## config.mk

```make
export PLATFORM = sky130hd
export DESIGN_NAME = pe_dc_unpool
export DESIGN_NICKNAME = d
export VERILOG_FILES = /design/src/rtl/pe_dc_unpool.sv
export SDC_FILE = /design/constraint.sdc
export NUM_CORES = 1
export LEC_CHECK = 0
export ABC_AREA = 1
export ABC_CLOCK_PERIOD_IN_PS = 5800
export BUFFER_PORTS_ARGS = -buffer_cell sky130_fd_sc_hd__buf_2
export CAP_MARGIN = 10
export CORE_UTILIZATION = 52
export CTS_BUF_LIST = sky130_fd_sc_hd__clkbuf_4 sky130_fd_sc_hd__clkbuf_8
export DETAILED_ROUTE_END_ITERATION = 10
export PLACE_DENSITY = 0.82
export SYNTH_ARGS = -nofsm -noshare
export SYNTH_HDL_FRONTEND = slang
export SYNTH_SLANG_ARGS = --single-unit
```

## constraint.sdc

```tcl
create_clock -name clk -period 5.8 [get_ports clk]
set_input_delay 0.58 -clock clk [delete_from_list [all_inputs] [get_ports clk]]
set_output_delay 0.58 -clock clk [all_outputs]
set_load 0.01 [all_outputs]
```

## src/rtl/pe_dc_unpool.sv

```systemverilog
`default_nettype none
// ============================================================================
// Module      : pe_dc_unpool
// Description : Decoder PE. Accumulates D channels of binary XNOR-popcount,
//               binarizes against a threshold and writes the result into the
//               max-unpool position selected by the encoder's pooling index.
// Revision    : 1.0 - initial release
// ============================================================================
module pe_dc_unpool #(
    parameter  int D             = 4,
    parameter  int FH            = 3,
    parameter  int FW            = 3,
    parameter  int POOL_H        = 2,
    parameter  int POOL_W        = 2,
    parameter  int NORMREF_WIDTH = 6,
    localparam int NP            = POOL_H * POOL_W,
    localparam int ACC_W         = $clog2(D * FH * FW + 1),
    localparam int PINDEX_WIDTH  = (NP > 1) ? $clog2(NP) : 1
) (
    input  logic                     clk,
    input  logic                     rst,
    input  logic                     in_valid,
    output logic                     in_ready,
    input  logic [FH*FW-1:0]         win_in,
    input  logic [FH*FW-1:0]         weight_in,
    input  logic [PINDEX_WIDTH-1:0]  pindex_in,
    input  logic [NORMREF_WIDTH-1:0] norm_ref,
    output logic                     out_valid,
    input  logic                     out_ready,
    output logic [NP-1:0]            data_out,
    output logic [NP-1:0]            mask_out,
    output logic [ACC_W-1:0]         acc_out,
    output logic                     idx_err
);

    localparam int KN     = FH * FW;
    localparam int PC_W   = $clog2(KN + 1);
    localparam int BEAT_W = (D > 1) ? $clog2(D) : 1;
    localparam int CMP_W  = (ACC_W > NORMREF_WIDTH) ? ACC_W : NORMREF_WIDTH;

    localparam logic [BEAT_W-1:0]     c_last_beat = BEAT_W'(D - 1);
    localparam logic [PINDEX_WIDTH:0] c_np        = (PINDEX_WIDTH + 1)'(NP);

    typedef enum logic [0:0] {
        S_ACC = 1'b0,
        S_OUT = 1'b1
    } state_t;

    state_t                   state_q, state_d;
    logic [BEAT_W-1:0]        beat_q,  beat_d;
    logic [ACC_W-1:0]         acc_q,   acc_d;
    logic [PINDEX_WIDTH-1:0]  pidx_q,  pidx_d;
    logic [NORMREF_WIDTH-1:0] nref_q,  nref_d;

    logic [KN-1:0]   w_match;
    logic [PC_W-1:0] w_pc;
    logic            w_bit;
    logic            w_idx_ok;

    always_comb begin
        w_match = ~(win_in ^ weight_in);
        w_pc    = '0;
        for (int k = 0; k < KN; k++) begin
            w_pc = w_pc + PC_W'(w_match[k]);
        end
    end

    // Threshold compare done at the wider of the two widths, both zero-extended.
    assign w_bit    = (CMP_W'(acc_q) >= CMP_W'(nref_q));
    assign w_idx_ok = ({1'b0, pidx_q} < c_np);

    always_comb begin
        state_d = state_q;
        beat_d  = beat_q;
        acc_d   = acc_q;
        pidx_d  = pidx_q;
        nref_d  = nref_q;
        case (state_q)
            S_ACC: begin
                if (in_valid) begin
                    if (beat_q == '0) begin
                        acc_d  = ACC_W'(w_pc);
                        pidx_d = pindex_in;
                        nref_d = norm_ref;
                    end else begin
                        acc_d = acc_q + ACC_W'(w_pc);
                    end
                    if (beat_q == c_last_beat) begin
                        beat_d  = '0;
                        state_d = S_OUT;
                    end else begin
                        beat_d = beat_q + 1'b1;
                    end
                end
            end
            S_OUT: begin
                if (out_ready) begin
                    state_d = S_ACC;
                    beat_d  = '0;
                end
            end
            default: begin
                state_d = S_ACC;
                beat_d  = '0;
            end
        endcase
    end

    always_ff @(posedge clk) begin
        if (rst) begin
            state_q <= S_ACC;
            beat_q  <= '0;
            acc_q   <= '0;
            pidx_q  <= '0;
            nref_q  <= '0;
        end else begin
            state_q <= state_d;
            beat_q  <= beat_d;
            acc_q   <= acc_d;
            pidx_q  <= pidx_d;
            nref_q  <= nref_d;
        end
    end

    // Outputs are gated by rst so they are defined even before the first edge.
    always_comb begin
        in_ready  = rst || (state_q == S_ACC);
        out_valid = 1'b0;
        data_out  = '0;
        mask_out  = '0;
        acc_out   = '0;
        idx_err   = 1'b0;
        if (!rst && (state_q == S_OUT)) begin
            out_valid = 1'b1;
            acc_out   = acc_q;
            if (w_idx_ok) begin
                data_out = NP'(w_bit) << pidx_q;
                mask_out = NP'(1) << pidx_q;
            end else begin
                idx_err = 1'b1;
            end
        end
    end

endmodule
`default_nettype wire

```

==> flow_summary.ini <==
[detailed_routing]
first_iter_violations = 25
wirelength_microns = 2485
drc = 0
via_count = 1277
drtAntennaViolNets = 0
avgViaCountPerCell = 4.837
drt_pass1_iterations = 4
routedWlPerCell_microns = 9.413

[worst_setup_path]
start_kind = input pin
arrival_ns = 4.42
critPathCaptureType = flop
cp_max_fo = 4
crit_type = input pin to flop
required_ns = 6.00

[placement]
dp_slack_ns = 1.243
placedCellCount = 260
numPortBuffers = 45
hpwlAfterDp_microns = 2160
gp_congestion = 0.7473

[synth]
synth_edf_count = 0
yosys.area_share.adder_pct = 21.26
synth_top_cell_by_area = dfxtp_1
syn_nets = 239
synth_top_family_by_area = simple AND/OR/NAND/NOR gates
synth_compound_gate_area_share_pct = 13.06
synthSimpleGateAreaFrac_pct = 21.71
synthArstFlopShare_pct = 0
synth_area_leaders = dfxtp_1 (25%), ha_1 (13%), inv_1 (9.7%)
netlist-cell-type-count = 27
yosys_warnings = 0
synth_ff_type = dfxtp_1
yosysMostFrequentCell = inv_1
synth_mux_area_share_pct = 0
ys_ff_latch = 17
synthXorXnorAreaFrac_pct = 5.676
syn_area_per_cell_sq_um = 7.348
ys_seq_area_share_pct = 24.50
netlist_instances = 189
synthTopCellsByCount = inv_1 (36), nand2_1 (27), nor2_1 (23)
synthesis.area_sq_um = 1389
synth_top_cell_area_share_pct = 24.50

[power]
finalPower_uw = 453.4
leakage_nw = 0.8397
peakVddDrop_mv = 0.1855
power_density_nw_per_um2 = 275.8

[sta]
setup_viol = 0
fin_worst_skew_ns = 0.002341
maxSlewViolCount = 0
max_freq_ghz = 0.2366
period_needed_ns = 4.226
rsz0062_at_grt = no
hold_viol = 0
finalSetupTns_ns = 0
setup_ws_ns = 1.574
finalCritPeriodShare_pct = 72.87

[floorplanning]
design.portCount = 47
core_area_sq_um = 2500
die_h_microns = 53.68
fp.dieW_microns = 53.68
row_count = 18
dieArea_sq_um = 2882
floorplan.initialDensity_pct = 55.56

[global_routing]
grt_use_total_pct = 19.66
antenna_found_initial = 0
grt_pass1_vias = 1025
grt_pass1_wl_microns = 4133
grt_start_max_net_pins = 16
grt_overflow = 0

[clock_tree]
cts_setup_buffers = 0
h-tree-depth = 1
clockBufferDepth = 2
clk_pin_slew_worst_paths_ns = 0.09
cts_resized = 0
clock_latency_ns = 0.29
cts_buffers = 3
cts_tree = done
cts_hold_buf = 0
clock_sinks = 17
clockRootBuffer = clkbuf_4

[final_layout]
antennaDiodeCount = 0
nFillCells = 217
final_cells = 264
drive_above_1_share_pct = 25.21
synthToLayoutAreaGrowth_pct = 18.38
nets = 285

[run_status]
status = finished clean

[worst_hold_path]
min_path_type = flop to flop

[flow_run]
cap_violations = 0
-- per-stage QoR --
step           util (%)  hold WS (ns)  instance area (sq um)
2_1_floorplan         -        0.4328                   1389
3_3_place_gp      64.56        0.4497                   1614
3_5_place_dp      64.56        0.4585                   1614
4_1_cts           65.77        0.4720                   1644
5_1_grt           65.77        0.4806                   1644
6_report          65.77        0.4666                   1644
-- cells in the final DEF, fill, tap and decap left out --
master	count
a21boi_0	1
a21oi_1	17
a22oi_1	1
a31oi_1	2
and2_1	1
buf_2	45
clkbuf_4	4
conb_1	1
dfxtp_1	17
fa_1	6
ha_1	14
inv_1	36
inv_2	4
nand2_1	27
nand2_4	1
nand3_1	5
nor2_1	23
nor2_4	2
nor3_1	2
nor3_4	2
o21ai_0	12
o32ai_1	1
or2_2	1
xnor2_1	7
xor2_1	2
-- layout make-up --
type                    count  area, sq um  area share, %
flip-flops and latches     17        340.3          20.70
inverters                  40        150.1          9.132
multi-input cells         128        860.8          52.36
well taps                  30        37.54          2.283
repair buffers             45        225.2          13.70
clock buffers               4        30.03          1.826
-- power by group --
| part | switching, mW | total [mW] | internal [mW] |
|---|---|---|---|
| registers | 0.0153 | 0.148 | 0.132 |
| clock network | 0.0359 | 0.0673 | 0.0315 |
| logic | 0.138 | 0.239 | 0.101 |
| total | 0.189 | 0.453 | 0.265 |
-- flip-flops by register name (all words and copies together), names as in the netlist --
signal	cells
nref_q	6
state_q	1
acc_q	6
beat_q	2
pidx_q	2
-- per-layer routing --
layer / share of wire [%] / routed length (microns) / vias up / track usage (%)
met5: 0 / 0 / - / 0
met4: 0.89 / 22 / 0 / 4.825
met3: 5.2 / 130 / 5 / 5.932
met2: 48 / 1183 / 33 / 32.72
met1: 46 / 1149 / 556 / 24.53
li1: - / - / 683 / -
-- final timing paths --
| kind | cells past startpoint | slack [ns] | endpoint | start |
|---|---|---|---|---|
| setup / recovery | 19 | 1.57 | acc_q[4]$_SDFFE_PP0P_ | weight_in[0] |
| hold / removal | 2 | 0.47 | nref_q[3]$_SDFFE_PP0P_ | nref_q[3]$_SDFFE_PP0P_ |
| setup reg to reg | 6 | 4.26 | acc_q[4]$_SDFFE_PP0P_ | acc_q[0]$_SDFFE_PP0P_ |
| hold reg to reg | 2 | 0.47 | nref_q[3]$_SDFFE_PP0P_ | nref_q[3]$_SDFFE_PP0P_ |
-- logic make-up after synthesis --
logic type      Yosys count
flops                    17
buf+inv                  44
simple gates             64
compound gates           34
xor+xnor                  9
fa+ha+maj                20
other cells               1
-- critical path, cell delays in order --
cell     delay, ns
buf_2         0.10
xnor2_1       0.14
fa_1          0.53
inv_1         0.05
fa_1          0.53
inv_1         0.05
fa_1          0.50
fa_1          0.45
inv_1         0.08
fa_1          0.16
inv_1         0.04
or2_2         0.25
and2_1        0.15
ha_1          0.32
a21oi_1       0.08
o21ai_0       0.22
nand2_1       0.08
nand2_1       0.06
nor2_1        0.04
(Power assumes the default switching activity.)
